### src/rtl/full_tap_arb_pkg.sv
// full_tap_arb_pkg: shared types for the tap memory arbiter
package full_tap_arb_pkg;
  localparam int TAP_DATA_W = 192;
  localparam int TAP_ADDR_W = 4;
  typedef enum logic [1:0] {SRC_NONE, SRC_LD, SRC_FWD, SRC_UPD} tap_arb_src_e;
  typedef struct packed {
    logic                  en;
    logic                  wr;
    logic [TAP_ADDR_W-1:0] addr;
    logic [TAP_DATA_W-1:0] wdata;
  } tap_arb_cmd_t;
  typedef enum logic {LK_IDLE, LK_LOCKED} lock_state_e;
endpackage

### src/rtl/full_tap_arb_rdpipe.sv
// full_tap_arb_rdpipe: delays read tags to the cycle their data leaves the RAM
module full_tap_arb_rdpipe
  import full_tap_arb_pkg::*;
#(
  parameter int DEPTH = 2
) (
  input  logic         clk,
  input  logic         reset,
  input  tap_arb_src_e i_tag,
  output logic         o_fwd_vld,
  output logic         o_upd_vld
);
  tap_arb_src_e r_pipe [DEPTH];
  always_ff @(posedge clk) begin
    if (reset) begin
      for (int i = 0; i < DEPTH; i++) r_pipe[i] <= SRC_NONE;
    end else begin
      r_pipe[0] <= i_tag;
      for (int i = 1; i < DEPTH; i++) r_pipe[i] <= r_pipe[i-1];
    end
  end
  assign o_fwd_vld = r_pipe[DEPTH-1] == SRC_FWD;
  assign o_upd_vld = r_pipe[DEPTH-1] == SRC_UPD;
endmodule

### src/rtl/full_tap_arb.sv
// full_tap_arb: single-port tap RAM arbiter for host load, forward read and update RMW
module full_tap_arb
  import full_tap_arb_pkg::*;
#(
  parameter int DATA_W   = TAP_DATA_W,
  parameter int ADDR_W   = TAP_ADDR_W,
  parameter int RD_LAT   = 1,
  parameter int LD_BURST = 4
) (
  input  logic              clk,
  input  logic              reset,
  input  logic              ld_req,
  input  logic [ADDR_W-1:0] ld_addr,
  input  logic [DATA_W-1:0] ld_wdata,
  output logic              ld_gnt,
  input  logic              fwd_req,
  input  logic [ADDR_W-1:0] fwd_addr,
  output logic              fwd_gnt,
  output logic              fwd_rd_vld,
  input  logic              upd_req,
  input  logic              upd_wr,
  input  logic              upd_lock,
  input  logic [ADDR_W-1:0] upd_addr,
  input  logic [DATA_W-1:0] upd_wdata,
  output logic              upd_gnt,
  output logic              upd_rd_vld,
  output logic [DATA_W-1:0] rd_data,
  output logic              tap_int_en,
  output logic              tap_int_wr,
  output logic [ADDR_W-1:0] tap_int_addr,
  output logic [DATA_W-1:0] tap_int_wr_data,
  input  logic [DATA_W-1:0] tap_int_rd_data
);
  localparam int CW = $clog2(LD_BURST + 1);
  lock_state_e  r_lock, w_lock_nxt;
  logic         r_rr;
  logic [CW-1:0] r_ld_cnt;
  tap_arb_cmd_t r_cmd, w_cmd;
  tap_arb_src_e w_tag;
  logic         w_locked, w_ld_ok;
  // r_rr=1 means upd wins the next fwd/upd contest
  always_comb begin
    w_locked   = r_lock == LK_LOCKED;
    w_ld_ok    = ld_req && !(r_ld_cnt >= CW'(LD_BURST) && (fwd_req || upd_req));
    ld_gnt     = !reset && !w_locked && w_ld_ok;
    fwd_gnt    = !reset && !w_locked && !w_ld_ok && fwd_req && !(upd_req && r_rr);
    upd_gnt    = !reset && upd_req && (w_locked || (!w_ld_ok && !(fwd_req && !r_rr)));
    w_cmd.en   = ld_gnt || fwd_gnt || upd_gnt;
    w_cmd.wr   = ld_gnt || (upd_gnt && upd_wr);
    w_cmd.addr = ld_gnt ? ld_addr : fwd_gnt ? fwd_addr : upd_gnt ? upd_addr : '0;
    w_cmd.wdata = ld_gnt ? ld_wdata : (upd_gnt && upd_wr) ? upd_wdata : '0;
    w_tag      = fwd_gnt ? SRC_FWD : (upd_gnt && !upd_wr) ? SRC_UPD : SRC_NONE;
    w_lock_nxt = (upd_gnt && upd_wr) ? LK_IDLE :
                 (upd_gnt && upd_lock) ? LK_LOCKED : r_lock;
  end
  always_ff @(posedge clk) begin
    if (reset) r_lock <= LK_IDLE;
    else r_lock <= w_lock_nxt;
  end
  always_ff @(posedge clk) begin
    if (reset) begin
      r_rr     <= 1'b0;
      r_ld_cnt <= '0;
      r_cmd    <= '0;
    end else begin
      r_rr     <= upd_gnt ? 1'b0 : fwd_gnt ? 1'b1 : r_rr;
      r_ld_cnt <= !ld_gnt ? '0 : (r_ld_cnt == CW'(LD_BURST)) ? r_ld_cnt : r_ld_cnt + CW'(1);
      r_cmd    <= w_cmd;
    end
  end
  assign tap_int_en      = r_cmd.en;
  assign tap_int_wr      = r_cmd.wr;
  assign tap_int_addr    = r_cmd.addr;
  assign tap_int_wr_data = r_cmd.wdata;
  assign rd_data         = tap_int_rd_data;
  full_tap_arb_rdpipe #(.DEPTH(RD_LAT + 1)) u_rdpipe (
    .clk      (clk),
    .reset    (reset),
    .i_tag    (w_tag),
    .o_fwd_vld(fwd_rd_vld),
    .o_upd_vld(upd_rd_vld)
  );
endmodule

### config.mk
export PLATFORM = sky130hd
export DESIGN_NAME = full_tap_arb
export DESIGN_NICKNAME = d
export VERILOG_FILES = /design/src/rtl/full_tap_arb_pkg.sv /design/src/rtl/full_tap_arb_rdpipe.sv /design/src/rtl/full_tap_arb.sv
export SDC_FILE = /design/constraint.sdc
export NUM_CORES = 1
export LEC_CHECK = 0
export BUFFER_PORTS_ARGS = -buffer_cell sky130_fd_sc_hd__buf_2
export CORE_AREA = 2 2 387 389
export CTS_CLUSTER_SIZE = 20
export DETAILED_ROUTE_END_ITERATION = 8
export DIE_AREA = 0 0 389 391
export PLACE_DENSITY = 0.3
export SYNTH_ARGS = -nofsm -noshare
export SYNTH_HDL_FRONTEND = slang
export SYNTH_HIERARCHICAL = 1
export SYNTH_SLANG_ARGS = --single-unit
### constraint.sdc
create_clock -name clk -period 2.3 [get_ports clk]
set_clock_uncertainty 0.2 [all_clocks]
set_input_delay 0.115 -clock clk [delete_from_list [all_inputs] [get_ports clk]]
set_output_delay 0.115 -clock clk [all_outputs]
set_load 0.05 [all_outputs]
# After elaboration in Yosys (flattened, before gate mapping)
# Memories as Yosys holds them, arrays and structs flattened.
# Index checks and enable logic that the tools add are counted.
[classes]
addsub = 1
n_lt_le_gt_ge = 1
eq_ne = 3
mux = 12
bitwise = 3
reduce_logical = 31
[ops]
columns = ["op", "n"]
rows = [
  ["192-bit 2-to-1 mux", 2],
  ["1-bit logical AND", 15],
  ["4-bit 2-to-1 mux", 3],
  ["1-bit logical NOT", 8],
  ["2-bit 2-to-1 mux", 4],
  ["2-bit OR reduction", 3],
  ["1-bit logical OR", 5],
  ["2-bit equality test (second input constant)", 2],
  ["3-bit by 1-bit adder with 3-bit output (second input constant)", 1],
  ["3-bit equality test (second input constant)", 1],
  ["3-bit >= comparator (second input constant)", 1],
  ["1-bit 2-to-1 mux", 3],
  ["1-bit OR", 2],
  ["1-bit inverter", 1],
]
[word_totals]
register_bits = 203
ramBits = 4
input_bits = 595
output_inout_bits = 395
n_memories = 1
[memory_table]
columns = ["memory", "words", "word_bits", "rd", "rd_clocked_by_memory_dff", "write_ports", "line", "source"]
rows = [
  ["u_rdpipe.r_pipe", 2, 2, 2, 0, 2, "full_tap_arb_rdpipe.sv:13", "tap_arb_src_e r_pipe [DEPTH];"],
]

# Logic depth before layout (Yosys ltp)
[depth]
depth_word = 12
mapped_depth = 7
mapped_depth_nobuf = 5

# Hierarchy
# The synthesis kept the hierarchy.
[modules_own_cells]
columns = ["mod", "n_inst", "cells_per_inst", "area_each_um2", "seq_area_each_um2"]
rows = [
  ["full_tap_arb", 1, 686, 7832.5, 4063.9],
  ["full_tap_arb_rdpipe", 1, 10, 121.4, 80.1],
]

# Worst setup path after synthesis
# No wires, ideal clock.
[synth_path]
kind = "reg-to-reg"
from = "register r_lock"
to = "register r_cmd, in the netlist tap_int_wr_data[126]"
setup_ns = 0.060
arrival_time_ns = 1.676
required_ns = 2.040
slack_ns = 0.364
path_stages_with_launch = 6
n_path_buf = 1
path_cell_list = "dfxtp_1 > nor2_1 > nand3_1 > inv_2 > buf_1 > a22o_1"
[synth_via]
elab_cells_between_ends = 8
[synth_rtl]
columns = ["item", "line", "source"]
rows = [
  ["from (decl)", "full_tap_arb.sv:35", "lock_state_e r_lock, w_lock_nxt;"],
  ["from (signal assigned)", "full_tap_arb.sv:58", "else r_lock <= w_lock_nxt;"],
  ["1-bit logical NOT", "full_tap_arb.sv:45", "ld_gnt = !reset && !w_locked && w_ld_ok;"],
  ["1-bit logical AND (2 in a row)", "full_tap_arb.sv:45", ""],
  ["via ld_gnt", "full_tap_arb.sv:15", "output logic ld_gnt,"],
  ["192-bit 2-to-1 mux", "full_tap_arb.sv:51", "w_cmd.wdata = ld_gnt ? ld_wdata : (upd_gnt && upd_wr) ? upd_wdata : '0;"],
  ["to (signal assigned)", "full_tap_arb.sv:68", "r_cmd <= w_cmd;"],
  ["to (decl)", "full_tap_arb.sv:38", "tap_arb_cmd_t r_cmd, w_cmd;"],
]
# The timed path passes the listed nets, and every way through them passes these cells.
# A chain may end at the register's enable or synchronous reset.

# Worst setup path in the final report
[layout_path]
from = "register r_rr"
to = "register r_cmd, in the netlist tap_int_wr_data[184]"
[layout_via]
elab_chain_cells = 9
[layout_lines]
columns = ["item", "line", "source"]
rows = [
  ["from (decl)", "full_tap_arb.sv:36", "logic r_rr;"],
  ["from (signal assigned)", "full_tap_arb.sv:66", "r_rr <= upd_gnt ? 1'b0 : fwd_gnt ? 1'b1 : r_rr;"],
  ["1-bit logical NOT", "full_tap_arb.sv:47", "upd_gnt = !reset && upd_req && (w_locked || (!w_ld_ok && !(fwd_req && !r_rr)));"],
  ["1-bit logical AND", "full_tap_arb.sv:47", ""],
  ["1-bit logical NOT", "full_tap_arb.sv:47", ""],
  ["1-bit logical AND", "full_tap_arb.sv:47", ""],
  ["1-bit logical OR", "full_tap_arb.sv:47", ""],
  ["1-bit logical AND", "full_tap_arb.sv:47", ""],
  ["1-bit logical AND", "full_tap_arb.sv:51", ""],
  ["192-bit 2-to-1 mux (2 in a row)", "full_tap_arb.sv:51", ""],
]
# Every way passes these cells.

==> results.txt <==
- Largest net degree at the start of global routing: 67
- The wire-length estimate of the detail-placed layout is 76.63 mm.
- During synthesis, Yosys emitted a total of 6 warnings.
- For this block, the via count after detailed routing is 9036.
* Remaining antenna violation count after routing: 0
- Internal reg-to-reg setup slack: 0.08 ns
- Maximum vdd drop: 0.4472 mV
- Final nets: 2115
* Setup Viol. Count Final: 0
* Dpl cell area: 11910 sq um
- The count of final hold-check violations is 0.
- Period minus WS final: 2.220 ns
* Net count after synthesis: 1293
- Using the TritonRoute via totals, the vias-per-cell ratio works out to 2.580.
- Floorplan die height: 391 microns
* Wire per inst: 24.63 microns
- The netlist uses 30 different library cells.
- Total congestion overflow: 0
- Post-synthesis register bit count: 207
- Synthesis produced 696 cells.
* Share of cells above drive strength 1: 0.4417
- In the global route stage, met2 resource usage came out at 0.1867.
- Global-route wire length before repair: 104.8 mm
- Slowest cell delay on critical path: 0.54 ns
- The critical path contains buffers and inverters numbering 2 combined.
* Post-route fraction of the period consumed by the critical path: 0.9652
* Endpoint required time on the critical path: 2.55 ns
- Number of enable-type register cells in the synthesized netlist: 0
- Largest area contributor in the synthesized netlist: sky130_fd_sc_hd__dfxtp_1
- The die covers 152100 sq um.
- Synth Cell Area: 7954 sq um
- Top cell type's share of synthesized area: 0.5210
- Among all stages on the critical path, the largest delay is contributed by sky130_fd_sc_hd__dlygate4sd3_1.
- Final-layout worst hold slack: 0.03002 ns
- Num Clock Sinks: 207
- I/O pin count: 990
* Clock root buffer master: sky130_fd_sc_hd__clkbuf_16
- Clock tree from TritonCTS: built
* Main synth FF type: sky130_fd_sc_hd__dfxtp_1
- The layer flagged by global routing as most heavily used is met2.
* Sort of element at the end of the critical path: flop
- Number of remaining DRC errors: 0
- Mean instance size in the synthesized netlist: 11.43 sq um
- H-tree levels: 1
- Max capacitance violation total: 0
- Path category of the worst min-delay check: in -> out
- Total negative setup slack: 0 ns
- Cells along the critical path: nand2b_1 > a21o_2 > and4b_4 > buf_12 > a22o_1 > dlygate4sd3_1
- PwrDens: 617.6 nW/um^2
- CP max FO: 17
- Data on the critical path arrives at its endpoint at 2.47 ns.
- Static timing analysis puts the maximum clock frequency at 450.5 MHz.
* RSZ-0062 raised after global routing: no
- The first TritonRoute pass finished after 4 iterations.
* Dominant cells by area after synthesis: sky130_fd_sc_hd__dfxtp_1 52%, sky130_fd_sc_hd__a22o_1 21%, sky130_fd_sc_hd__buf_4 18%, sky130_fd_sc_hd__buf_6 2.7%, sky130_fd_sc_hd__buf_2 1.1%
* Synth-to-layout area growth: 112.7%
- Overall power of the completed layout: 0.01045 W
- The floorplan step set the die width to 389 microns.
* FP Rows: 142
* Final-report max-slew violation count: 0
- Clock insertion delay at the later pin of the skew report: 0.56 ns
- Seq/Total Area, Yosys: 0.5210
- For this design the static power due to leakage is 7.418 nW.
- Type of the worst setup path: reg -> reg
* Top cell types by occurrence after synthesis: 207 x sky130_fd_sc_hd__dfxtp_1, 192 x sky130_fd_sc_hd__a22o_1, 192 x sky130_fd_sc_hd__buf_4
* # fillers: 17164
- STA classifies the critical path startpoint as a flop.
* Number of port buffers: 605
- For the pin with the worst max-slew slack, the measured transition is 0.4730 ns.
* Share of synthesized registers carrying an async set or reset: 0
- Floorplan core area: 148500 sq um
- Inserted Clock Buffers: 24
- Summed area of non-filler cells in the final layout: 16920 sq um
- In this design, the largest share of critical-path delay is due to buffers and inverters.
- Utilization after layout: 0.1139
* Run status: complete, no violations
* Starting density of the core: 0.05355
- Cell with the most instances after synthesis: sky130_fd_sc_hd__dfxtp_1
- For met3 alone, demand over resource in global routing was 0.06651.
- In the global route stage, overall resource usage came out at 0.1060.
- After detailed routing, the total wire length is 86.24 mm.
* Routability cong.: 0.9480
- The initial antenna violation count is 88.
* Clock input transition at the sequential cells of the worst setup and hold paths: 0.06 ns
- GR Layer Usage met1: 0.1036
- In this run the tightest slew margin relative to its limit is 0.6869.
* Via count of the first global-routing pass: 9123
- Clock buffer depth: 3
- For this block, the initial DRC count from the detailed router was 438.
[power breakdown]
group	internal, W	switching [W]	total [W]
combinational	0.00103	0.00144	0.00247
sequential	0.00379	0.0000691	0.00386
clock	0.00240	0.00172	0.00412
[per-layer routing]
metal	share of wire	wire length (microns)
met5	0.0043	371
met2	0.49	42020
met1	0.33	28800
met3	0.14	12250
met4	0.032	2799
[state kept, by name (all words and copies together), names as in the netlist]
signal           cells
tap_int_wr_data    192
tap_int_wr           1
tap_int_addr         4
r_rr                 1
tap_int_en           1
r_ld_cnt             3
r_lock               1
u_rdpipe/r_pipe      4
[worst reg2reg max path, cell delays in order (launching register included)]
cell and delay [ns]:
sky130_fd_sc_hd__dfxtp_1 0.33, sky130_fd_sc_hd__nand2b_1 0.14, sky130_fd_sc_hd__a21o_2 0.26, sky130_fd_sc_hd__and4b_4 0.26
sky130_fd_sc_hd__buf_12 0.16, sky130_fd_sc_hd__a22o_1 0.23, sky130_fd_sc_hd__dlygate4sd3_1 0.54
[through the flow]
| stage | worst slack, ns | std cells |
|---|---|---|
| after floorplan | 0.3641 | 696 |
| after global placement | 0.2830 | 3027 |
| after detailed placement | 0.2367 | 3027 |
| after CTS | 0.01566 | 3477 |
| after global routing | 0.005796 | 3488 |
| final | 0.08014 | 3502 |
[cells in the final DEF, fill, tap and decap left out, drive strengths merged, types with 2 or more instances in the layout]
cell type    count
a21oi            7
ha               2
inv              6
o21ai            2
buf            624
clkbuf          34
and4b            2
nand2b           2
nand3            6
bufinv           2
nand2            5
dlygate4sd3    406
a211oi           4
nor2b            5
dfxtp          207
a22o           192
diode           23
clkinv           6
nor2            11
[repair_timing]
item	CTS	global route
pin swaps	0	1
setup buffers	0	1
cloned	0	1
endpoints found under the hold margin	206	0
endpoints found under the setup margin	2	18
gates resized for setup	5	7
hold buffers	407	0
[path summary, 6_finish.rpt]
kind                              start  cells past startpoint                     to
setup / recovery                   r_rr                      6   tap_int_wr_data[184]
hold / removal     tap_int_rd_data[100]                      0           rd_data[100]
setup reg to reg                   r_rr                      6   tap_int_wr_data[184]
hold reg to reg   u_rdpipe/r_pipe[0][0]                      1  u_rdpipe/r_pipe[0][2]
[cell families after synthesis]
family,synth area share
AND/OR/NAND/NOR,0.02501
XOR/XNOR,0.001101
adder cells (fa/ha/maj),0.003146
buffers and inverters,0.2249
flip-flops,0.5210
AO/OA/AOI/OAI,0.2248
[area by class of cell]
type / instances / area [sq um] / area share
Timing Repair Buffer: 1032 / 7376 / 0.4360
Tap cell: 1944 / 2432 / 0.1438
Clock buffer: 33 / 715.7 / 0.04231
Inverter: 4 / 31.28 / 0.001849
Sequential cell: 207 / 4146 / 0.2451
Multi-Input combinational cell: 248 / 2038 / 0.1205
Timing Repair inverter: 1 / 8.758 / 0.0005178
Antenna cell: 23 / 57.56 / 0.003402
Clock inverter: 10 / 110.1 / 0.006509
No activity file was read; power rests on OpenSTA's default activity.
